`src/rtl/stage3_fast_nn_decoder_pkg.sv`:
```
// Shared definitions for the stage-3 FAST NN decoder: pmap layout, base frame length,
// FSM states and small decode helpers.
package stage3_fast_nn_decoder_pkg;

    localparam int unsigned FAST_NN_BASE_LEN = 10;

    localparam int unsigned PMAP_STOP_BIT = 15;
    localparam int unsigned PMAP_PID_BIT  = 14;
    localparam int unsigned PMAP_MC_BIT   = 13;
    localparam int unsigned PMAP_MT_BIT   = 12;

    typedef enum logic [2:0] {
        S_IDLE,
        S_PM_LO,
        S_PID,
        S_MC,
        S_MT,
        S_PAYLOAD,
        S_HOLD,
        S_DRAIN
    } state_t;

    function automatic logic pmap_ok(input logic [15:0] pmap);
        return pmap[PMAP_STOP_BIT] && (pmap[11:0] == '0);
    endfunction

    // copy = {pid, mc, mt} copy flags; each present field adds one byte
    function automatic logic [7:0] frame_len(input logic [2:0] copy);
        return 8'(FAST_NN_BASE_LEN) + {7'd0, ~copy[2]} + {7'd0, ~copy[1]} + {7'd0, ~copy[0]};
    endfunction

    function automatic state_t next_field(input state_t cur, input logic [2:0] copy);
        state_t nxt;
        nxt = S_PAYLOAD;
        if (cur == S_PM_LO && !copy[2])
            nxt = S_PID;
        else if ((cur inside {S_PM_LO, S_PID}) && !copy[1])
            nxt = S_MC;
        else if ((cur inside {S_PM_LO, S_PID, S_MC}) && !copy[0])
            nxt = S_MT;
        return nxt;
    endfunction

endpackage

```
`src/rtl/stage3_fast_nn_decoder_dict.sv`:
```
// Field dictionary mirroring the encoder's PID/MC/MT registers; clear wins over commit.
module fast_nn_dict #(
    parameter int unsigned PID_W     = 8,
    parameter int unsigned MC_W      = 8,
    parameter int unsigned MT_W      = 8,
    parameter int unsigned DICT_INIT = 0
) (
    input  logic             clk,
    input  logic             rst_n,
    input  logic             clr,
    input  logic             en_pid,
    input  logic             en_mc,
    input  logic             en_mt,
    input  logic [PID_W-1:0] d_pid,
    input  logic [MC_W-1:0]  d_mc,
    input  logic [MT_W-1:0]  d_mt,
    output logic [PID_W-1:0] q_pid,
    output logic [MC_W-1:0]  q_mc,
    output logic [MT_W-1:0]  q_mt
);

    always_ff @(posedge clk or negedge rst_n) begin
        if (!rst_n) begin
            q_pid <= PID_W'(DICT_INIT);
            q_mc  <= MC_W'(DICT_INIT);
            q_mt  <= MT_W'(DICT_INIT);
        end else if (clr) begin
            q_pid <= PID_W'(DICT_INIT);
            q_mc  <= MC_W'(DICT_INIT);
            q_mt  <= MT_W'(DICT_INIT);
        end else begin
            if (en_pid) q_pid <= d_pid;
            if (en_mc)  q_mc  <= d_mc;
            if (en_mt)  q_mt  <= d_mt;
        end
    end

endmodule

```
`src/rtl/stage3_fast_nn_decoder.sv`:
```
// Byte-serial stage-3 FAST NN decoder: parses pmap, optional PID/MC/MT and the 8-byte payload.
// Define FAST_NN_LEN_CHECK_EN to enforce in_eop on the last byte of every frame.
module stage3_fast_nn_decoder
    import stage3_fast_nn_decoder_pkg::*;
#(
    parameter int unsigned PID_W     = 8,
    parameter int unsigned MC_W      = 8,
    parameter int unsigned MT_W      = 8,
    parameter int unsigned NN_BYTES  = 8,
    parameter int unsigned DICT_INIT = 0
) (
    input  logic                  clk,
    input  logic                  rst_n,
    input  logic [7:0]            in_data,
    input  logic                  in_valid,
    input  logic                  in_sop,
    input  logic                  in_eop,
    output logic                  in_ready,
    input  logic                  dict_clr,
    output logic [PID_W-1:0]      out_pid,
    output logic [MC_W-1:0]       out_mc,
    output logic [MT_W-1:0]       out_mt,
    output logic [NN_BYTES*8-1:0] out_nn,
    output logic [7:0]            out_len,
    output logic                  out_valid,
    input  logic                  out_ready,
    output logic                  err
);

    localparam int unsigned CNT_W = $clog2(NN_BYTES);
    localparam logic [CNT_W-1:0] LAST_CNT = CNT_W'(NN_BYTES - 1);

    state_t                  state_q, state_d;
    logic                    alive_q;
    logic [7:0]              pm_hi_q;
    logic [CNT_W-1:0]        cnt_q;
    logic [PID_W-1:0]        pid_q;
    logic [MC_W-1:0]         mc_q;
    logic [MT_W-1:0]         mt_q;
    logic [NN_BYTES*8-1:0]   nn_sr_q;
    logic [PID_W-1:0]        q_pid;
    logic [MC_W-1:0]         q_mc;
    logic [MT_W-1:0]         q_mt;
    logic [2:0]              copy;

    logic xfer, in_frame, take_sop, abort, pm_bad, last_raw;
    logic early_eop, missing_eop, commit, err_set;

    assign copy = {pm_hi_q[PMAP_PID_BIT-8], pm_hi_q[PMAP_MC_BIT-8], pm_hi_q[PMAP_MT_BIT-8]};

    always_ff @(posedge clk or negedge rst_n) begin
        if (!rst_n) state_q <= S_IDLE;
        else        state_q <= state_d;
    end

    always_comb begin
        in_ready    = alive_q && (state_q != S_HOLD);
        out_valid   = (state_q == S_HOLD);
        xfer        = in_valid && in_ready;
        in_frame    = state_q inside {S_PM_LO, S_PID, S_MC, S_MT, S_PAYLOAD};
        // DRAIN also restarts on in_sop, but its frame was already reported
        take_sop    = xfer && in_sop && (in_frame || state_q == S_IDLE || state_q == S_DRAIN);
        abort       = xfer && in_sop && in_frame;
        pm_bad      = xfer && !in_sop && (state_q == S_PM_LO) && !pmap_ok({pm_hi_q, in_data});
        last_raw    = xfer && !in_sop && (state_q == S_PAYLOAD) && (cnt_q == LAST_CNT);
        early_eop   = 1'b0;
        missing_eop = 1'b0;
`ifdef FAST_NN_LEN_CHECK_EN
        early_eop   = xfer && !in_sop && in_eop && in_frame && !pm_bad && !last_raw;
        missing_eop = last_raw && !in_eop;
        commit      = last_raw && in_eop;
`else
        commit      = last_raw;
`endif
        err_set     = abort || pm_bad || early_eop || missing_eop;
    end

    always_comb begin
        state_d = state_q;
        case (state_q)
            S_IDLE:  if (take_sop) state_d = S_PM_LO;
            S_HOLD:  if (out_ready) state_d = S_IDLE;
            S_DRAIN: begin
                if (take_sop)             state_d = S_PM_LO;
                else if (xfer && in_eop)  state_d = S_IDLE;
            end
            default: begin
                if (take_sop)             state_d = S_PM_LO;
                else if (pm_bad)          state_d = in_eop ? S_IDLE : S_DRAIN;
                else if (early_eop)       state_d = S_IDLE;
                else if (missing_eop)     state_d = S_DRAIN;
                else if (commit)          state_d = S_HOLD;
                else if (xfer && state_q != S_PAYLOAD)
                    state_d = next_field(state_q, copy);
            end
        endcase
    end

    always_ff @(posedge clk or negedge rst_n) begin
        if (!rst_n) begin
            alive_q <= 1'b0;
            err     <= 1'b0;
            pm_hi_q <= '0;
            cnt_q   <= '0;
            pid_q   <= '0;
            mc_q    <= '0;
            mt_q    <= '0;
            nn_sr_q <= '0;
            out_pid <= '0;
            out_mc  <= '0;
            out_mt  <= '0;
            out_nn  <= '0;
            out_len <= '0;
        end else begin
            alive_q <= 1'b1;
            err     <= err_set;
            if (take_sop) begin
                pm_hi_q <= in_data;
                cnt_q   <= '0;
            end else if (xfer) begin
                case (state_q)
                    S_PID:     pid_q <= PID_W'(in_data);
                    S_MC:      mc_q  <= MC_W'(in_data);
                    S_MT:      mt_q  <= MT_W'(in_data);
                    S_PAYLOAD: begin
                        nn_sr_q <= {nn_sr_q[NN_BYTES*8-9:0], in_data};
                        cnt_q   <= cnt_q + CNT_W'(1);
                    end
                    default: ;
                endcase
            end
            if (commit) begin
                out_pid <= copy[2] ? q_pid : pid_q;
                out_mc  <= copy[1] ? q_mc  : mc_q;
                out_mt  <= copy[0] ? q_mt  : mt_q;
                out_nn  <= {nn_sr_q[NN_BYTES*8-9:0], in_data};
                out_len <= frame_len(copy);
            end
        end
    end

    fast_nn_dict #(
        .PID_W     (PID_W),
        .MC_W      (MC_W),
        .MT_W      (MT_W),
        .DICT_INIT (DICT_INIT)
    ) u_dict (
        .clk    (clk),
        .rst_n  (rst_n),
        .clr    (dict_clr),
        .en_pid (commit && !copy[2]),
        .en_mc  (commit && !copy[1]),
        .en_mt  (commit && !copy[0]),
        .d_pid  (pid_q),
        .d_mc   (mc_q),
        .d_mt   (mt_q),
        .q_pid  (q_pid),
        .q_mc   (q_mc),
        .q_mt   (q_mt)
    );

endmodule
```
`config.mk`:
```
export PLATFORM = sky130hd
export DESIGN_NAME = stage3_fast_nn_decoder
export DESIGN_NICKNAME = d
export VERILOG_FILES = /design/src/rtl/stage3_fast_nn_decoder_pkg.sv /design/src/rtl/stage3_fast_nn_decoder_dict.sv /design/src/rtl/stage3_fast_nn_decoder.sv
export SDC_FILE = /design/constraint.sdc
export NUM_CORES = 1
export LEC_CHECK = 0
export ABC_AREA = 0
export CAP_MARGIN = 25
export CORE_ASPECT_RATIO = 0.9
export CORE_UTILIZATION = 50
export CTS_CLUSTER_SIZE = 14
export DETAILED_ROUTE_END_ITERATION = 10
export DONT_BUFFER_PORTS = 1
export SLEW_MARGIN = 20
export SYNTH_ARGS = -nofsm -noshare
export SYNTH_HDL_FRONTEND = slang
export SYNTH_HIERARCHICAL = 1
export SYNTH_SLANG_ARGS = --single-unit
```
`constraint.sdc`:
```
create_clock -name clk -period 5.5 [get_ports clk]
set_input_delay 1.1 -clock clk [delete_from_list [all_inputs] [get_ports clk]]
set_output_delay 1.1 -clock clk [all_outputs]
set_load 0.1 [all_outputs]
```
Word-level counts from Yosys, hierarchy flattened

Cells that the tools add are included.
Widths: inputs -> output; s select.

Divide/modulo/power cells: 0
Bitwise logic cells: 4
Shift operators: 0
Multipliers: 0
Add/sub/neg operators: 4
Mux-type cells: 25
$lt $le $gt $ge: 0
Reductions and logical operators: 44
Equality and inequality tests: 13

Operator list:

| cell                | count |
|---|---|
| $mux 8              | 9 |
| $mux 3              | 14 |
| $logic_and 1x1->1   | 19 |
| $eq 3x3->1 const B  | 5 |
| $logic_not 12->1    | 1 |
| $reduce_and 3->1    | 4 |
| $reduce_bool 2->1   | 6 |
| $pmux 3 s3          | 1 |
| $add 6x1->7         | 1 |
| $add 5x1->6         | 1 |
| $eq 3x2->1 const B  | 2 |
| $ne 3x3->1 const B  | 2 |
| $reduce_bool 6->1   | 1 |
| $add 4x1->5 const A | 1 |
| $logic_not 1->1     | 5 |
| $reduce_bool 5->1   | 1 |
| $not 1->1           | 4 |
| $reduce_and 4->1    | 1 |
| $add 3x1->3 const B | 1 |
| $eq 3x1->1 const B  | 1 |
| $logic_not 3->1     | 1 |
| $logic_or 1x1->1    | 3 |
| $ne 3x2->1 const B  | 1 |
| $reduce_bool 3->1   | 1 |
| 4 further kinds     | 4 |

Memories kept: 0
Bits in writable memories: 0
Input port bits: 15
Register bits: 216
Output and inout port bits: 99
ROM bits: 0
Bits in latches: 0

Longest topological paths before layout

Depth after elaboration: 11
Depth in mapped cells: 9
Depth with buffers taken out: 7

Hierarchy

The synthesis kept the hierarchy.

Modules (own cells, without submodules):

| module                 | area each (µm²) | times used | sequential area each (µm²) | cells each |
|---|---|---|---|---|
| stage3_fast_nn_decoder | 7905.1          | 1          | 4704.5                     | 527 |
| fast_nn_dict           | 979.7           | 1          | 600.6                      | 77 |

Least setup slack after synthesis

No wires, ideal clock.

Kind: register to output
Start: register state_q[2]
End: output in_ready
Cell stages (with the launch flop): 4
Arrival: 2310 ps
Slack: 2090 ps
Buffers on the path: 1
Path through: dfrtp_1 and3b_1 buf_2 nor2b_1

Longest elaborated chain between the ends: 2

RTL lines:

| element                | line                         | RTL |
|---|---|---|
| from (decl)            | stage3_fast_nn_decoder.sv:33 | `state_t state_q, state_d;` |
| from (signal assigned) | stage3_fast_nn_decoder.sv:53 | `else state_q <= state_d;` |
| $ne 3x3->1             | stage3_fast_nn_decoder.sv:57 | `in_ready = alive_q && (state_q != S_HOLD);` |
| $logic_and 1x1->1      | stage3_fast_nn_decoder.sv:57 |  |
| to (decl)              | stage3_fast_nn_decoder.sv:18 | `output logic in_ready,` |

Every way passes these cells.

Worst setup path in the final report

Start: register state_q[0]
End: output in_ready

Same word-level chain as after synthesis.

==> flow_summary_export.csv <==
group,metric,value,unit
placement,gp_congestion,0.787,
finish,antennaDiodeCount,0,
synthesis,synthCells,604,
setup_path,arrival,2.18,ns
setup_path,criticalPathCategory,"reg -> out",
setup_path,worstSetupStartpointType,"register",
setup_path,crit_path_top_delay_cell,"nor2b_2",
clock_network,clock_sinks,212,
floorplanning,initial_utilization,51.9,%
setup_path,reg2reg_depth,5,
sta,hold_viol_final,0,
synthesis,synth_area_leaders,"dfrtp_1 60%, mux2_4 11%, mux2_2 10%",
finish,n_fill_cell,1411,
detailed_routing,num_vias,4610,
sta,post-route-period-util,59.7,%
grt,antenna_found_initial,0,
setup_path,cp-end-kind,"output port",
placement,portBuffers,0,
grt,gr-total-overflow,0,
finish,nNetsFinal,616,
detailed_routing,via_per_inst,5.46,
clock_network,clk_pin_slew,0.06,ns
finish,postLayoutCellArea,9680,µm²
floorplanning,fp.coreArea,17100,µm²
synthesis,synth_seq_cells,212,
detailed_routing,antenna_left,0,
sta,finalWorstSetupSlack,2.22,ns
synthesis,post_synth.cell_area_avg,14.7,µm²
synthesis,async_flop_share,100,%
clock_network,clk_latency,0.50,ns
sta,fin_skew,0.00424,ns
grt,grt_pass1_wl,27400,µm
setup_path,cpPeakStageDelay,0.83,ns
synthesis,yosys.area.top_type,"dfrtp_1",
setup_path,cp.required,4.40,ns
detailed_routing,wl,16800,µm
placement,placed_area,8960,µm²
floorplanning,die_area,18300,µm²
grt,grt_max_degree,213,
finish,area_growth,8.91,%
power,power,3720,µW
clock_network,clockRootBuffer,"clkbuf_16",
floorplanning,die_h,128,µm
detailed_routing,wire_per_inst,19.9,µm
synthesis,ys_types,47,
synthesis,synthDominantCellAreaShare,59.7,%
setup_path,path_max_fanout,15,
run_status,outcome,"finished, final reports clean",
synthesis,synth_area,8880,µm²
power,ir_drop,224,µV
grt,grt_usage,19.3,%
detailed_routing,drt_pre_antenna_iters,4,
power,p_per_area,384,nW/µm²
detailed_routing,drtIter0Drc,166,
sta,max_slew_margin,28.7,%
placement,hpwlAfterDp,10300,µm
finish,drive_gt1_share,32.0,%
synthesis,synth-edff-count,0,
clock_network,htreeDepth,1,
power,leakage,0.00488,µW
synthesis,ys_seq_area_share,59.7,%
sta,fin_crit,3.28,ns
detailed_routing,drcViolationCount,0,
clock_network,post_cts_buffers,0,
finish,utilization,56.5,%
setup_path,cp_top_family,"simple AND/OR/NAND/NOR gates",
placement,dpl_worst_slack,2.18,ns
sta,finalSetupTns,0,ns
floorplanning,num_rows,45,
sta,fmaxAchievable,305,MHz
floorplanning,die_x,143,µm
synthesis,synth-main-ff-cell,"dfrtp_1",
clock_network,ctsResizeCount,0,
clock_network,ctsHoldBuffers,0,
clock_network,cts_max_path_buffers,3,
clock_network,cts_buffers,23,
grt,grt_pass1_vias,4819,
finish,regArea,5310,µm²
hold_path,min_path_type,"in -> async",
sta,rsz0062_at_grt,"false",
setup_path,cp.depth,2,
sta,finalSetupViolations,0,
synthesis,ys_warn_count,6,
setup_path,path_buf_inv,0,
finish,multiInputGateArea,3320,µm²
clock_network,cts_tree,"done",
job,cap_viol_max_count,0,
setup_path,path_cells,"and3b_1 > nor2b_2",
sta,tightest_slew,1.06,ns
floorplanning,io_pins,114,
sta,drv_slew,0,
[synthesized netlist by cell type, drive strengths merged (2+ instances only)]
| library cell | number |
|---|---|
| ha | 2 |
| or3 | 2 |
| nand2 | 31 |
| dfrtp | 212 |
| a21oi | 4 |
| nor2b | 6 |
| o22ai | 3 |
| nand3 | 2 |
| mux2 | 156 |
| and3 | 5 |
| a22oi | 2 |
| conb | 2 |
| inv | 5 |
| nand2b | 2 |
| nor3 | 2 |
| nor2 | 35 |
| a21o | 3 |
| mux2i | 48 |
| a22o | 2 |
| clkbuf | 7 |
| buf | 30 |
| o21ai | 27 |
[metrics by stage]
stage / hold slack [ns] / instances
6_report: 0.295 / 845
2_1_floorplan: 0.470 / 607
4_1_cts: 0.285 / 845
5_1_grt: 0.276 / 845
3_3_place_gp: 0.482 / 808
3_5_place_dp: 0.494 / 808
[flip-flops by register name (all words and copies together) (netlist names)]
| signal | cells |
|---|---|
| state_q | 3 |
| out_pid | 8 |
| out_mt | 8 |
| out_mc | 8 |
| mc_q | 8 |
| pm_hi_q | 8 |
| out_nn | 64 |
| err | 1 |
| u_dict/q_mt | 8 |
| u_dict/q_pid | 8 |
| mt_q | 8 |
| pid_q | 8 |
| cnt_q | 3 |
| u_dict/q_mc | 8 |
| nn_sr_q | 56 |
| alive_q | 1 |
| out_len | 4 |
[power by group]
part           leakage (µW)  internal [µW]  switching (µW)
registers           0.00291           1710             175
logic               0.00161            211             160
clock network      0.000358            871             592
total               0.00488           2790             927
[routing by layer]
metal | track usage, % | up-vias | part of all wire [%] | routed length (µm)
met3 | 5.43 | 22 | 6.6 | 1110
li1 | - | 2092 | - | -
met4 | 5.06 | 0 | 2.2 | 363
met2 | 28.3 | 117 | 43 | 7300
met1 | 28.4 | 2379 | 48 | 8050
met5 | 0 | - | 0 | 0
[logic make-up after synthesis]
logic type	after synthesis	share of synthesized area, %
AO/OA/AOI/OAI	47	3.31
adder cells (fa/ha/maj)	4	0.620
buffers and inverters	42	3.15
flip-flops	212	59.7
multiplexers	204	28.0
other	2	0.0845
AND/OR/NAND/NOR	93	5.15
[cell type report]
class                      count  area share [%]
inverter                       5           0.194
sequential                   212            54.8
tap                          235            3.04
clock buffer                  29            6.70
multi-input combinational    353            34.3
timing repair buffer           3           0.233
clock inverter                 8           0.698
[path summary, 6_finish.rpt]
kind | startpoint | endpoint | slack, ns
setup reg to reg | state_q[1] | out_len[0] | 2.55
min in group clk | nn_sr_q[52] | out_nn[60] | 0.51
setup / recovery | state_q[0] | in_ready | 2.22
max in group asynchronous | rst_n | err | 4.76
hold reg to reg | nn_sr_q[52] | out_nn[60] | 0.51
hold / removal | rst_n | out_mt[3] | 0.30
[cell usage in the layout (no fill, tap or decap), types with 2 or more instances in the layout]
master | netlist | routed
conb_1 | 2 | 5
ha_1 | 2 | 2
a21oi_1 | 4 | 4
o21ai_0 | 22 | 22
a21o_1 | 3 | 3
nor2b_1 | 6 | 5
mux2i_1 | 48 | 48
clkbuf_16 | 0 | 23
mux2_2 | 81 | 81
a22o_1 | 2 | 2
clkinv_2 | 0 | 6
clkbuf_8 | 0 | 5
or3_1 | 2 | 2
nor2_1 | 33 | 33
mux2_4 | 66 | 66
dfrtp_1 | 212 | 212
and3_1 | 5 | 5
nand2_1 | 31 | 30
o21ai_1 | 5 | 5
mux2_1 | 9 | 9
nand3_1 | 2 | 2
nand2b_1 | 2 | 2
inv_1 | 5 | 5
o22ai_1 | 2 | 2
a22oi_1 | 2 | 2
nor3_1 | 2 | 2
buf_4 | 7 | 3
(Power assumes the default switching activity.)
